$ cat src/rtl/stopwatch_ctrl_pkg.sv
// rtl/stopwatch_ctrl_pkg.sv - shared state encoding, default timing and BCD helper for the stopwatch
package stopwatch_ctrl_pkg;

    typedef enum logic [1:0] {
        ST_IDLE  = 2'd0,
        ST_RUN   = 2'd1,
        ST_PAUSE = 2'd2,
        ST_LAP   = 2'd3
    } sw_state_t;

    localparam int unsigned DEF_TICK_DIV   = 100_000_000;
    localparam int unsigned DEF_DEB_CYCLES = 1_000_000;

    // Two-digit BCD increment, 99 wraps to 00.
    function automatic logic [7:0] bcd_inc(input logic [7:0] v);
        logic [7:0] r;
        if (v[3:0] == 4'd9) begin
            if (v[7:4] == 4'd9) r = 8'h00;
            else                r = {v[7:4] + 4'd1, 4'd0};
        end else begin
            r = {v[7:4], v[3:0] + 4'd1};
        end
        return r;
    endfunction

endpackage

$ cat src/rtl/stopwatch_ctrl_if.sv
// rtl/stopwatch_ctrl_if.sv - button inputs and display outputs of the stopwatch controller
interface stopwatch_ctrl_if;
    logic       btn_ss;
    logic       btn_lap;
    logic       btn_clr;
    logic [7:0] data;
    logic       running;
    logic       lap_active;

    modport master (output btn_ss, btn_lap, btn_clr, input data, running, lap_active);
    modport slave  (input btn_ss, btn_lap, btn_clr, output data, running, lap_active);
endinterface

$ cat src/rtl/stopwatch_ctrl_btn_debounce.sv
// rtl/stopwatch_ctrl_btn_debounce.sv - 2-FF sync + stability counter debouncer with rising-edge pulse
module btn_debounce
    import stopwatch_ctrl_pkg::*;
#(
    parameter int unsigned DEB_CYCLES = DEF_DEB_CYCLES
) (
    input  logic clk,
    input  logic rst,
    input  logic btn_raw,
    output logic btn_level,
    output logic btn_rise
);
    localparam int CW = (DEB_CYCLES > 2) ? $clog2(DEB_CYCLES) : 1;
    localparam logic [CW-1:0] CNT_MAX = CW'(DEB_CYCLES - 1);

    logic          sync1;
    logic          sync2;
    logic          stable;
    logic [CW-1:0] cnt;

    // Equality with the stable level wins over the terminal count, so a glitch
    // that ends exactly on the last count is still rejected.
    always_ff @(posedge clk) begin
        if (rst) begin
            sync1    <= 1'b0;
            sync2    <= 1'b0;
            stable   <= 1'b0;
            cnt      <= '0;
            btn_rise <= 1'b0;
        end else begin
            sync1    <= btn_raw;
            sync2    <= sync1;
            btn_rise <= 1'b0;
            if (sync2 == stable) begin
                cnt <= '0;
            end else if (cnt == CNT_MAX) begin
                stable   <= sync2;
                cnt      <= '0;
                btn_rise <= sync2;
            end else begin
                cnt <= cnt + 1'b1;
            end
        end
    end

    assign btn_level = stable;

endmodule

$ cat src/rtl/stopwatch_ctrl.sv
// rtl/stopwatch_ctrl.sv - stopwatch FSM, prescaler, BCD seconds counter and display registers
module stopwatch_ctrl
    import stopwatch_ctrl_pkg::*;
#(
    parameter int unsigned TICK_DIV   = DEF_TICK_DIV,
    parameter int unsigned DEB_CYCLES = DEF_DEB_CYCLES
) (
    input  logic             clk,
    input  logic             rst,
    stopwatch_ctrl_if.slave  sw
);
    localparam int PW = (TICK_DIV > 2) ? $clog2(TICK_DIV) : 1;
    localparam logic [PW-1:0] PRE_MAX = PW'(TICK_DIV - 1);

    logic ss_rise, lap_rise, clr_rise;

    btn_debounce #(.DEB_CYCLES(DEB_CYCLES)) u_deb_ss  (
        .clk(clk), .rst(rst), .btn_raw(sw.btn_ss),  .btn_level(), .btn_rise(ss_rise));
    btn_debounce #(.DEB_CYCLES(DEB_CYCLES)) u_deb_lap (
        .clk(clk), .rst(rst), .btn_raw(sw.btn_lap), .btn_level(), .btn_rise(lap_rise));
    btn_debounce #(.DEB_CYCLES(DEB_CYCLES)) u_deb_clr (
        .clk(clk), .rst(rst), .btn_raw(sw.btn_clr), .btn_level(), .btn_rise(clr_rise));

    sw_state_t     state, state_nxt;
    logic [7:0]    count, count_nxt;
    logic [7:0]    latch, latch_nxt;
    logic [PW-1:0] presc, presc_nxt;
    logic          ev_ss, ev_lap, ev_clr;
    logic          active, tick;

    // Strict priority: a higher event claims the cycle even if the state ignores it.
    assign ev_clr = clr_rise;
    assign ev_ss  = ss_rise & ~clr_rise;
    assign ev_lap = lap_rise & ~ss_rise & ~clr_rise;

    assign active = (state == ST_RUN) || (state == ST_LAP);
    assign tick   = active && (presc == PRE_MAX);

    // Tick uses the current state's rule; the event only selects the next state.
    always_comb begin
        state_nxt = state;
        latch_nxt = latch;
        count_nxt = tick ? bcd_inc(count) : count;
        presc_nxt = active ? (tick ? '0 : presc + 1'b1) : presc;
        case (state)
            ST_IDLE: begin
                if (ev_ss) state_nxt = ST_RUN;
            end
            ST_RUN: begin
                if (ev_ss) begin
                    state_nxt = ST_PAUSE;
                end else if (ev_lap) begin
                    state_nxt = ST_LAP;
                    latch_nxt = count;
                end
            end
            ST_LAP: begin
                if (ev_ss)       state_nxt = ST_PAUSE;
                else if (ev_lap) state_nxt = ST_RUN;
            end
            ST_PAUSE: begin
                if (ev_ss) begin
                    state_nxt = ST_RUN;
                end else if (ev_clr) begin
                    state_nxt = ST_IDLE;
                    count_nxt = 8'h00;
                    presc_nxt = '0;
                end
            end
            default: state_nxt = ST_IDLE;
        endcase
    end

    always_ff @(posedge clk) begin
        if (rst) begin
            state         <= ST_IDLE;
            count         <= 8'h00;
            latch         <= 8'h00;
            presc         <= '0;
            sw.data       <= 8'h00;
            sw.running    <= 1'b0;
            sw.lap_active <= 1'b0;
        end else begin
            state         <= state_nxt;
            count         <= count_nxt;
            latch         <= latch_nxt;
            presc         <= presc_nxt;
            sw.data       <= (state_nxt == ST_LAP) ? latch_nxt : count_nxt;
            sw.running    <= (state_nxt == ST_RUN) || (state_nxt == ST_LAP);
            sw.lap_active <= (state_nxt == ST_LAP);
        end
    end

endmodule

$ cat src/flat_wrapper.sv
// flat-port wrapper written by rule: the top's interface ports become plain ports
module stopwatch_ctrl_flat import stopwatch_ctrl_pkg::*;
#(
    parameter int unsigned TICK_DIV   = DEF_TICK_DIV,
    parameter int unsigned DEB_CYCLES = DEF_DEB_CYCLES
)
  (clk, rst, sw_btn_ss, sw_btn_lap, sw_btn_clr, sw_data, sw_running, sw_lap_active);
  stopwatch_ctrl_if sw_i ();
  input  logic clk;
  input  logic rst;
  input wire logic [$bits(sw_i.btn_ss)-1:0] sw_btn_ss;
  input wire logic [$bits(sw_i.btn_lap)-1:0] sw_btn_lap;
  input wire logic [$bits(sw_i.btn_clr)-1:0] sw_btn_clr;
  output wire logic [$bits(sw_i.data)-1:0] sw_data;
  output wire logic [$bits(sw_i.running)-1:0] sw_running;
  output wire logic [$bits(sw_i.lap_active)-1:0] sw_lap_active;
  assign sw_i.btn_ss = sw_btn_ss;
  assign sw_i.btn_lap = sw_btn_lap;
  assign sw_i.btn_clr = sw_btn_clr;
  assign sw_data = sw_i.data;
  assign sw_running = sw_i.running;
  assign sw_lap_active = sw_i.lap_active;
  stopwatch_ctrl #(.TICK_DIV(TICK_DIV), .DEB_CYCLES(DEB_CYCLES)) u_core (.clk(clk), .rst(rst), .sw(sw_i));
endmodule
$ cat config.mk
export PLATFORM = sky130hd
export DESIGN_NAME = stopwatch_ctrl_flat
export DESIGN_NICKNAME = d
export VERILOG_FILES = /design/src/rtl/stopwatch_ctrl_pkg.sv /design/src/rtl/stopwatch_ctrl_if.sv /design/src/rtl/stopwatch_ctrl_btn_debounce.sv /design/src/rtl/stopwatch_ctrl.sv /design/src/flat_wrapper.sv
export SDC_FILE = /design/constraint.sdc
export NUM_CORES = 1
export LEC_CHECK = 0
export ABC_AREA = 1
export BUFFER_PORTS_ARGS = -buffer_cell sky130_fd_sc_hd__buf_2
export CORE_ASPECT_RATIO = 0.5
export CORE_UTILIZATION = 29
export CTS_CLUSTER_SIZE = 25
export DETAILED_ROUTE_END_ITERATION = 6
export GPL_TIMING_DRIVEN = 0
export SLEW_MARGIN = 10
export SYNTH_ARGS = -nofsm -noshare
export SYNTH_HDL_FRONTEND = slang
export SYNTH_SLANG_ARGS = --single-unit
$ cat constraint.sdc
create_clock -name clk -period 1.41 [get_ports clk]
set_input_delay 0.0705 -clock clk [delete_from_list [all_inputs] [get_ports clk]]
set_output_delay 0.0705 -clock clk [all_outputs]
set_load 0.005 [all_outputs]
==> results of run 1 <==
==> power groups by stage <==
stage / logic (mW) / registers [mW] / clock network, mW
6_report: 0.204 / 3.54 / 4.11
5_1_grt: 0.220 / 3.54 / 4.35
4_1_cts: 0.162 / 3.56 / 4.17
3_5_place_dp: 0.102 / 3.66 / 0
3_3_place_gp: 0.101 / 3.66 / 0
2_1_floorplan: 0.0721 / 3.65 / 0
==> timing repair <==
action / 4_1_cts / 5_1_grt
setup endpoints to repair: 106 / 113
hold buffers: 4 / 0
gates resized for setup: 128 / 187
buffers inserted: 50 / 23
pin swaps: 48 / 61
hold endpoints to repair: 6 / 0
cloned: 3 / 4
==> how the worst max path moves through the flow <==
stage,from,endpoint,slack [ns]
after floorplan,u_core.presc[1],u_core.presc[20],-0.009
after global placement,u_core.state[0],u_core.sw.data[7],-0.49
after detailed placement,u_core.state[0],u_core.sw.data[7],-0.54
after CTS,u_core.presc[0],u_core.sw.data[3],-0.09
after global routing,u_core.presc[0],u_core.presc[26],-0.22
final,u_core.presc[0],u_core.presc[19],-0.14
==> logic make-up (layout without fill, tap and decap cells) <==
family | Yosys count | in the layout
AO/OA/AOI/OAI | 78 | 78
flip-flops | 126 | 126
XOR/XNOR | 29 | 29
multiplexers | 2 | 2
AND/OR/NAND/NOR | 456 | 456
buffers and inverters | 126 | 253
adder cells (fa/ha/maj) | 4 | 4
==> per-layer routing <==
| layer | global-route usage, % | vias to the layer above | routed length [um] |
|---|---|---|---|
| met3 | 3.92 | 21 | 455 |
| met5 | 0 | - | 0 |
| met2 | 24.7 | 69 | 8020 |
| li1 | - | 2884 | - |
| met4 | 5.15 | 0 | 210 |
| met1 | 16.3 | 2681 | 6900 |
==> layout make-up <==
class                   instances  area, sq um  share of cell area, %
plain buffers                  11          118                   1.34
multi-input cells             569         3790                   43.3
well taps                     266          333                   3.80
clock inverters                13          120                   1.37
flip-flops and latches        126         2630                   30.0
repair buffers                 96          881                   10.1
inverters                     115          457                   5.22
clock buffers                  18          429                   4.90
==> cells in the mapped netlist (2+ instances only) <==
cell type / n / area [sq um]
nor2_1: 128 / 480
nand3_2: 2 / 20.0
nand2_4: 2 / 22.5
o21ai_1: 6 / 30.0
nor2_2: 11 / 68.8
or2_0: 4 / 25.0
nand3b_1: 4 / 30.0
o21ai_0: 12 / 60.1
xnor2_1: 6 / 52.6
ha_1: 4 / 50.1
nand2_2: 8 / 50.1
clkbuf_1: 2 / 7.51
nor4_1: 4 / 25.0
nand4_1: 29 / 181
a21o_1: 2 / 15.0
buf_4: 5 / 37.5
xor2_1: 23 / 201
buf_2: 2 / 10.0
dfxtp_1: 126 / 2520
nor3_2: 4 / 40.0
inv_2: 2 / 7.51
nand3_1: 55 / 275
or2_2: 2 / 12.5
mux2i_1: 2 / 20.0
nor2_4: 6 / 67.6
a21oi_1: 48 / 240
nor3b_1: 3 / 22.5
inv_1: 111 / 417
nand2_1: 161 / 604
nor3_1: 28 / 140
a31oi_1: 2 / 12.5
buf_6: 2 / 22.5
o21ai_2: 4 / 35.0
==> registers in the layout (all words and copies together) (netlist names) <==
signal / flops
u_core.count: 8
u_core.latch: 8
u_core.presc: 27
u_core.state: 2
u_core.sw.data: 8
u_core.sw.lap_active: 1
u_core.u_deb_clr.btn_level: 1
u_core.u_deb_clr.btn_rise: 1
u_core.u_deb_clr.cnt: 20
u_core.u_deb_clr.sync1: 1
u_core.u_deb_clr.sync2: 1
u_core.u_deb_lap.btn_level: 1
u_core.u_deb_lap.btn_rise: 1
u_core.u_deb_lap.cnt: 20
u_core.u_deb_lap.sync1: 1
u_core.u_deb_lap.sync2: 1
u_core.u_deb_ss.btn_level: 1
u_core.u_deb_ss.btn_rise: 1
u_core.u_deb_ss.cnt: 20
u_core.u_deb_ss.sync1: 1
u_core.u_deb_ss.sync2: 1
==> tightest hold or removal path: cells and delay by family, from the launching register on <==
family | cells | cell delay (ns)
simple gates | 1 | 0.03
buf+inv | 1 | 0.04
flops | 1 | 0.29
==> impl_metrics.py, run 1 <==
metrics = {
    "setup_path": {
        "cpMaxStageDelayCell": "dfxtp_4",
        "path_depth": 11,
        "crit_fanout": 5,
        "reg2reg_from": "u_core.presc[0]",
        "reg2reg_depth": 11,
        "crit_path_max_incr_delay_ns": 0.36,
        "cp-start-kind": "flip-flop",
        "end_kind": "flip-flop",
        "cp.arrival_ns": 1.84,
        "r2r_setup_slack_ns": -0.14,
        "crit_required_ns": 1.70,
        "crit_chain": "ha_4 -> inv_2 -> nor2_4 -> nand2_4 -> nor2_4 -> nand2_4 -> nand2_8 -> inv_8 -> buf_8 -> o21ai_2 -> a21oi_1",
        "critPathTopFamily": "simple AND/OR/NAND/NOR gates",
        "cp.buffers_inverters": 3,
        "worstSetupPathType": "flip-flop to flip-flop",
        "reg2reg_to": "u_core.presc[19]",
    },
    "power": {
        "fin_total_pwr_mw": 7.86,
        "peakVddDrop_v": 0.000681,
        "seqPwrFrac_pct": 45.1,
        "switching_share_pct": 23.1,
        "p_int_mw": 6.04,
        "p_clk_share_pct": 52.3,
        "p_switching_mw": 1.81,
        "powerDensity_nw_per_um2": 897,
        "leakagePower_nw": 3.28,
        "power_frac_comb_pct": 2.6,
    },
    "synthesis": {
        "synth_xor_xnor_area_share_pct": 4.30,
        "ys_seq_area_share_pct": 42.7,
        "netlist_area_sq_um": 5900,
        "async_reset_ff_share_pct": 0,
        "synthDistinctLibCells": 44,
        "synth_fa_ha_area_share_pct": 0.848,
        "syn_nets": 830,
        "synth-compound-area-share_pct": 7.17,
        "yosys_warnings": 0,
        "syn_inst": 821,
        "synth_top_family_by_area": "simple AND/OR/NAND/NOR gates",
        "muxShareOfSynthArea_pct": 0.339,
        "ys.flop_type": "dfxtp_1",
        "synth-seq-cells": 126,
        "synth_edf_count": 0,
        "yosys.area_share.simple_pct": 36.0,
        "syn_area_per_cell_sq_um": 7.19,
    },
    "clocking": {
        "htree_levels": 4,
        "cts_sinks": 126,
        "insertion_delay_ns": 0.42,
        "clockRootBuffer": "clkbuf_16",
        "numCtsBuffers": 17,
        "clk_path_buf_depth": 2,
        "cts_tree": "yes",
        "path_clk_slew_ns": 0.06,
    },
    "drt": {
        "wl_um": 15600,
        "viasPerCell": 4.66,
        "drcViolationCount": 0,
        "drtPass1Iterations": 4,
        "drt_iter0_drc": 336,
        "vias": 5655,
        "wire_per_inst_um": 12.8,
        "postRouteAntennaNets": 0,
    },
    "sta": {
        "slew_viol_final": 0,
        "hold-worst-slack_ns": 0.403,
        "relSlewSlack_pct": 61.0,
        "rsz0062_at_grt": "yes",
        "worst_slack_ns": -0.141,
        "post-route-period-util_pct": 110,
        "worstMarginPinSlew_ns": 0.586,
        "setup-tns-final_ns": -5.29,
        "fin_crit_ns": 1.55,
        "fin_worst_skew_ns": 0.0116,
        "hold_viol_final": 0,
        "fmax_mhz": 645,
        "setup_viol": 87,
    },
    "hold_path": {
        "min_path_cells": 2,
        "worstHoldStart": "u_core.u_deb_lap.sync1",
        "min_path_type": "flip-flop to flip-flop",
        "hold-path-endpoint": "u_core.u_deb_lap.sync2",
    },
    "global_routing": {
        "grt_pass1_vias": 5169,
        "grt_overflow_total": 0,
        "track_usage_pct": 14.0,
        "grt_max_degree": 17,
        "antenna_found_initial": 0,
        "grt_pass1_wl_um": 23400,
    },
    "final_layout": {
        "design_area_sq_um": 8760,
        "fill_cells": 1791,
        "layout.cells.non_filler": 1214,
        "areaGrowthSynthToFinish_pct": 48.4,
        "nNetsFinal": 945,
        "drive_gt1_share_pct": 42.2,
        "fin_util_pct": 44.5,
        "final_common_cell": "nand2_1",
        "n_antenna_cell": 0,
        "final_cell_mix": "120 x nand2_1, 99 x inv_1, 87 x nor2_1",
    },
    "floorplanning": {
        "num_io_pins": 15,
        "rows": 36,
        "initial_core_util_pct": 30.0,
        "die-area_sq_um": 21000,
        "dieWidth_um": 204,
        "fp.coreArea_sq_um": 19700,
        "die_y_um": 103,
    },
    "place": {
        "placed_cell_area_sq_um": 6420,
        "port_buffers": 13,
        "post-dp-hpwl_um": 9090,
        "placed_cells": 1100,
        "place_ws_ns": -0.540,
        "place_congestion": 0.840,
    },
    "run": {
        "drv_cap": 0,
    },
    "outcome": {
        "violations": "setup timing",
        "status": "finished, violations left",
    },
}
Note: power is estimated with default switching activity, not from simulation.
==> run 2: changes to the inputs <==
==> constraint.sdc (replaced) <==
create_clock -name clk -period 1.41 [get_ports clk]
set_input_delay 0.282 -clock clk [delete_from_list [all_inputs] [get_ports clk]]
set_output_delay 0.282 -clock clk [all_outputs]
set_load 0.005 [all_outputs]
==> run 2 against run 1 <==
  * Largest power group unchanged
  * Final cell count down 0.33%
  * Largest cell class unchanged
  * Combinational power down 4%
  * Flip-flop and latch count unchanged
  * Critical endpoint unchanged
  * The flow still finishes with violations (setup timing)
  * Count of clock-buffer cells in the layout unchanged
  * Non-clock buffer count down 4
==> impl_metrics.py, run 2 (synthesized netlist as in run 1, its figures left out) <==
metrics = {
    "outcome": {
        "status": "finished, violations left",
        "violations": "setup timing",
    },
    "place": {
        "place_congestion": 0.840,
        "place_ws_ns": -0.540,
        "port_buffers": 13,
        "post-dp-hpwl_um": 9090,
        "placed_cell_area_sq_um": 6420,
    },
    "setup_path": {
        "cp.arrival_ns": 1.84,
        "worstSetupPathType": "flip-flop to flip-flop",
        "cp-start-kind": "flip-flop",
        "crit_required_ns": 1.70,
        "end_kind": "flip-flop",
        "crit_fanout": 5,
    },
    "clocking": {
        "clockRootBuffer": "clkbuf_16",
        "numCtsBuffers": 17,
        "htree_levels": 4,
        "clk_path_buf_depth": 2,
        "cts_tree": "yes",
        "cts_sinks": 126,
        "insertion_delay_ns": 0.42,
        "path_clk_slew_ns": 0.06,
    },
    "final_layout": {
        "fill_cells": 1796,
        "n_antenna_cell": 0,
        "multi_input_area_sq_um": 3790,
        "drive_gt1_share_pct": 42.4,
        "nNetsFinal": 941,
        "final_common_cell": "nand2_1",
        "regMostFlops": "u_core.presc",
        "design_area_sq_um": 8720,
        "regArea_sq_um": 2630,
        "final_cell_mix": "120 x nand2_1, 99 x inv_1, 87 x nor2_1",
        "areaGrowthSynthToFinish_pct": 47.7,
        "largest_register_ffs": 27,
        "fin_util_pct": 44.3,
    },
    "hold_path": {
        "min_path_type": "primary input to flip-flop",
    },
    "global_routing": {
        "track_usage_pct": 14.0,
        "antenna_found_initial": 0,
        "grt_pass1_vias": 5161,
        "grt_max_degree": 17,
        "grt_overflow_total": 0,
        "grt_pass1_wl_um": 23400,
    },
    "sta": {
        "hold_viol_final": 0,
        "fmax_mhz": 644,
        "post-route-period-util_pct": 110,
        "hold-worst-slack_ns": 0.0890,
        "worst_slack_ns": -0.142,
        "fin_worst_skew_ns": 0.00738,
        "relSlewSlack_pct": 61.1,
        "slew_viol_final": 0,
        "worstMarginPinSlew_ns": 0.584,
        "rsz0062_at_grt": "yes",
        "setup_viol": 91,
        "fin_crit_ns": 1.55,
    },
    "floorplanning": {
        "die_y_um": 103,
        "rows": 36,
        "initial_core_util_pct": 30.0,
        "dieWidth_um": 204,
        "die-area_sq_um": 21000,
        "fp.coreArea_sq_um": 19700,
        "num_io_pins": 15,
    },
    "drt": {
        "vias": 5656,
        "drtPass1Iterations": 5,
        "drt_iter0_drc": 315,
        "postRouteAntennaNets": 0,
        "wire_per_inst_um": 12.8,
        "wl_um": 15500,
        "drcViolationCount": 0,
        "viasPerCell": 4.67,
    },
    "power": {
        "powerDensity_nw_per_um2": 898,
        "leakagePower_nw": 3.27,
        "fin_total_pwr_mw": 7.83,
        "peakVddDrop_v": 0.000676,
    },
    "run": {
        "drv_cap": 0,
    },
}
-- run 2: cell count changes in the layout (fill, tap and decap cells not counted) --
cell | previous run | this run
dlygate4sd3_1 | 4 | 0
-- run 2: stage by stage --
step	instances	setup TNS, ns
2_1_floorplan	821	-0.0219
3_3_place_gp	1100	-15.25
3_5_place_dp	1100	-17.52
4_1_cts	1184	-1.60
5_1_grt	1210	-14.62
6_report	1210	-5.36
-- run 2: final cells by class --
cell class | count | share of cell area [%]
Clock inverter | 13 | 1.38
Sequential cell | 126 | 30.1
Buffer | 11 | 1.35
Inverter | 115 | 5.24
Tap cell | 266 | 3.82
Clock buffer | 18 | 4.92
Timing Repair Buffer | 92 | 9.65
Multi-Input combinational cell | 569 | 43.5
-- run 2: critical path, cell delays in order, from the launching register on --
cell and delay [ns]:
dfxtp_4 0.36, ha_4 0.14, inv_2 0.04, nor2_4 0.12, nand2_4 0.09, nor2_4 0.14
nand2_4 0.11, nand2_8 0.13, inv_8 0.05, buf_8 0.13, o21ai_2 0.05, a21oi_1 0.05
-- run 2: worst paths after layout --
check	slack, ns	start	end	cells after the start
worst max register to register	-0.14	u_core.presc[0]	u_core.presc[19]	11
worst min register to register	0.40	u_core.u_deb_lap.sync1	u_core.u_deb_lap.sync2	2
worst min-delay path	0.09	sw_btn_lap	u_core.u_deb_lap.sync1	3
worst max-delay path	-0.14	u_core.presc[0]	u_core.presc[19]	11
-- run 2: metal layers --
metal  track usage [%]  vias to the layer above  part of all wire, %  wire length [um]
li1                  -                     2880                    -                 -
met1              16.3                     2666                   44              6770
met2              24.7                       83                   51              7970
met3              3.89                       27                  3.3               505
met4              5.15                        0                  1.6               251
met5                 0                        -                    0                 0
-- run 2: power by group --
group | leakage (nW) | switching (mW) | internal, mW
sequential | 1.04 | 0.00826 | 3.54
combinational | 1.96 | 0.110 | 0.0849
clock | 0.262 | 1.67 | 2.42
-- run 2: repair_timing --
action,4_1_cts,5_1_grt
hold buffers,0,0
resized for setup,128,187
cloned,3,4
buffers inserted,50,23
setup endpoints to repair,106,113
pin swaps,48,61
==> run 3: changes to the inputs <==
==> constraint.sdc (replaced) <==
create_clock -name clk -period 1.4 [get_ports clk]
set_input_delay 0.28 -clock clk [delete_from_list [all_inputs] [get_ports clk]]
set_output_delay 0.28 -clock clk [all_outputs]
set_load 0.005 [all_outputs]
==> run 3 against run 2 <==
  * The run still ends with setup timing left
  * Critical path depth is 1 lower
  * Design area is 2.9% lower
  * Final cell count is 0.25% lower
  * Register-to-register slack better by 0.02 ns
  * Routed wire length is 5.2% lower
  * Power is 3.3% higher
  * Flip-flop and latch count stayed put
  * Combinational power is 9.7% lower
  * Count of clock-buffer cells in the layout is 4 higher
  * Critical path type unchanged
  * Largest cell class unchanged
  * Highest routed layer is now met5
==> impl_metrics.py, run 3 (synthesized netlist as in run 1, its figures left out) <==
metrics = {
    "sta": {
        "worst_slack_ns": -0.117,
        "setup_viol": 87,
        "relSlewSlack_pct": 63.2,
        "post-route-period-util_pct": 108,
        "hold_viol_final": 0,
        "slew_viol_final": 0,
        "fmax_mhz": 659,
        "fin_crit_ns": 1.52,
        "fin_worst_skew_ns": 0.00884,
        "setup-tns-final_ns": -4.77,
        "rsz0062_at_grt": "yes",
        "hold-worst-slack_ns": 0.0663,
        "worstMarginPinSlew_ns": 0.553,
    },
    "drt": {
        "drt_iter0_drc": 427,
        "drtPass1Iterations": 6,
        "wire_per_inst_um": 12.2,
        "postRouteAntennaNets": 0,
        "viasPerCell": 4.68,
        "vias": 5653,
        "wl_um": 14700,
        "drcViolationCount": 0,
    },
    "final_layout": {
        "final_cell_mix": "129 x nand2_1, 101 x inv_1, 89 x nor2_1",
        "final_common_cell": "nand2_1",
        "areaGrowthSynthToFinish_pct": 43.4,
        "drive_gt1_share_pct": 38.5,
        "nNetsFinal": 937,
        "design_area_sq_um": 8460,
        "regMostFlops": "u_core.presc",
        "largest_register_ffs": 27,
        "n_antenna_cell": 0,
    },
    "floorplanning": {
        "dieWidth_um": 204,
        "die_y_um": 103,
        "num_io_pins": 15,
        "die-area_sq_um": 21000,
        "rows": 36,
        "initial_core_util_pct": 30.0,
        "fp.coreArea_sq_um": 19700,
    },
    "global_routing": {
        "grt_overflow_total": 0,
        "grt_max_degree": 17,
        "track_usage_pct": 14.1,
        "antenna_found_initial": 1,
        "grt_pass1_wl_um": 23800,
        "grt_pass1_vias": 5276,
    },
    "clocking": {
        "numCtsBuffers": 17,
        "cts_sinks": 126,
        "cts_tree": "yes",
        "clockRootBuffer": "clkbuf_16",
        "clk_path_buf_depth": 2,
        "postCtsHoldBufs": 0,
        "insertion_delay_ns": 0.42,
        "path_clk_slew_ns": 0.06,
        "htree_levels": 4,
    },
    "setup_path": {
        "crit_required_ns": 1.72,
        "cp.buffers_inverters": 0,
        "reg2reg_from": "u_core.u_deb_ss.cnt[0]",
        "cp.arrival_ns": 1.84,
        "end_kind": "flip-flop",
        "crit_fanout": 3,
        "cpMaxStageDelayCell": "dfxtp_4",
        "worstSetupPathType": "flip-flop to flip-flop",
        "crit_chain": "ha_4 -> nand3_4 -> nor2_4 -> nand2_2 -> nor2_4 -> nand2_2 -> nor2_2 -> nand3b_1 -> nand2_1 -> nor2_1",
        "critPathTopFamily": "simple AND/OR/NAND/NOR gates",
        "startpoint": "u_core.u_deb_ss.cnt[0]",
        "crit_path_max_incr_delay_ns": 0.37,
        "cp-start-kind": "flip-flop",
    },
    "power": {
        "powerDensity_nw_per_um2": 955,
        "fin_total_pwr_mw": 8.09,
        "leakagePower_nw": 3.14,
        "peakVddDrop_v": 0.000667,
    },
    "place": {
        "place_congestion": 0.853,
        "post-dp-hpwl_um": 9070,
        "placed_cell_area_sq_um": 6420,
        "port_buffers": 13,
    },
    "run": {
        "drv_cap": 0,
    },
    "hold_path": {
        "min_path_type": "primary input to flip-flop",
        "worstHoldStart": "sw_btn_ss",
    },
    "outcome": {
        "status": "finished, violations left",
        "violations": "setup timing",
    },
}
## run 3: changes by cell type in the layout (fill, tap and decap cells not counted), sizes merged
cell / previous run / this run
clkinv: 9 / 7
buf: 96 / 95
bufinv: 1 / 2
clkbuf: 25 / 26
clkinvlp: 3 / 2
inv: 115 / 114
## run 3: layout make-up
type                    count  area [sq um]
plain buffers              10          96.3
clock buffers              22           464
clock inverters            10           113
fillers                  1876         11200
inverters                 115           454
multi-input cells         569          3650
flip-flops and latches    126          2600
well taps                 266           333
repair buffers             89           758
## run 3: power breakdown
part           switching (mW)  total, mW  internal, mW
Clock                    1.62       4.32          2.71
Combinational           0.101      0.176        0.0751
Sequential            0.00794       3.59          3.58
## run 3: worst paths after layout
kind | endpoint | slack (ns) | cells past startpoint
worst max-delay path | u_core.u_deb_ss.cnt[16] | -0.12 | 10
worst min-delay path | u_core.u_deb_ss.sync1 | 0.07 | 3
worst max register to register | u_core.u_deb_ss.cnt[16] | -0.12 | 10
worst min register to register | u_core.u_deb_lap.sync2 | 0.41 | 2
## run 3: worst register-to-register path, cell delays in order (launching register included)
cell      delay [ns]
dfxtp_4         0.37
ha_4            0.14
nand3_4         0.09
nor2_4          0.14
nand2_2         0.10
nor2_4          0.13
nand2_2         0.08
nor2_2          0.16
nand3b_1        0.09
nand2_1         0.08
nor2_1          0.04
## run 3: metal layers
metal | wire length, um | up-vias | part of all wire (%) | track usage [%]
met2 | 7350 | 77 | 50 | 24.9
met4 | 217 | 2 | 1.5 | 5.32
li1 | - | 2858 | - | -
met1 | 6590 | 2688 | 45 | 16.5
met3 | 510 | 28 | 3.5 | 4.14
met5 | 10 | - | 0.068 | 0
## run 3: through the flow
stage          setup slack (ns)  utilization (%)  std cells
5_1_grt                  -0.198             43.0       1207
4_1_cts                 -0.0918             40.2       1191
6_report                 -0.117             43.0       1207
2_1_floorplan           -0.0192                -        821
3_3_place_gp             -0.480             32.6       1100
3_5_place_dp             -0.471             32.6       1100
## run 3: timing repair
item | 4_1_cts | 5_1_grt
gates resized for setup | 126 | 133
gates cloned | 4 | 1
setup endpoints to repair | 109 | 114
buffers inserted | 55 | 18
pin swaps | 38 | 39
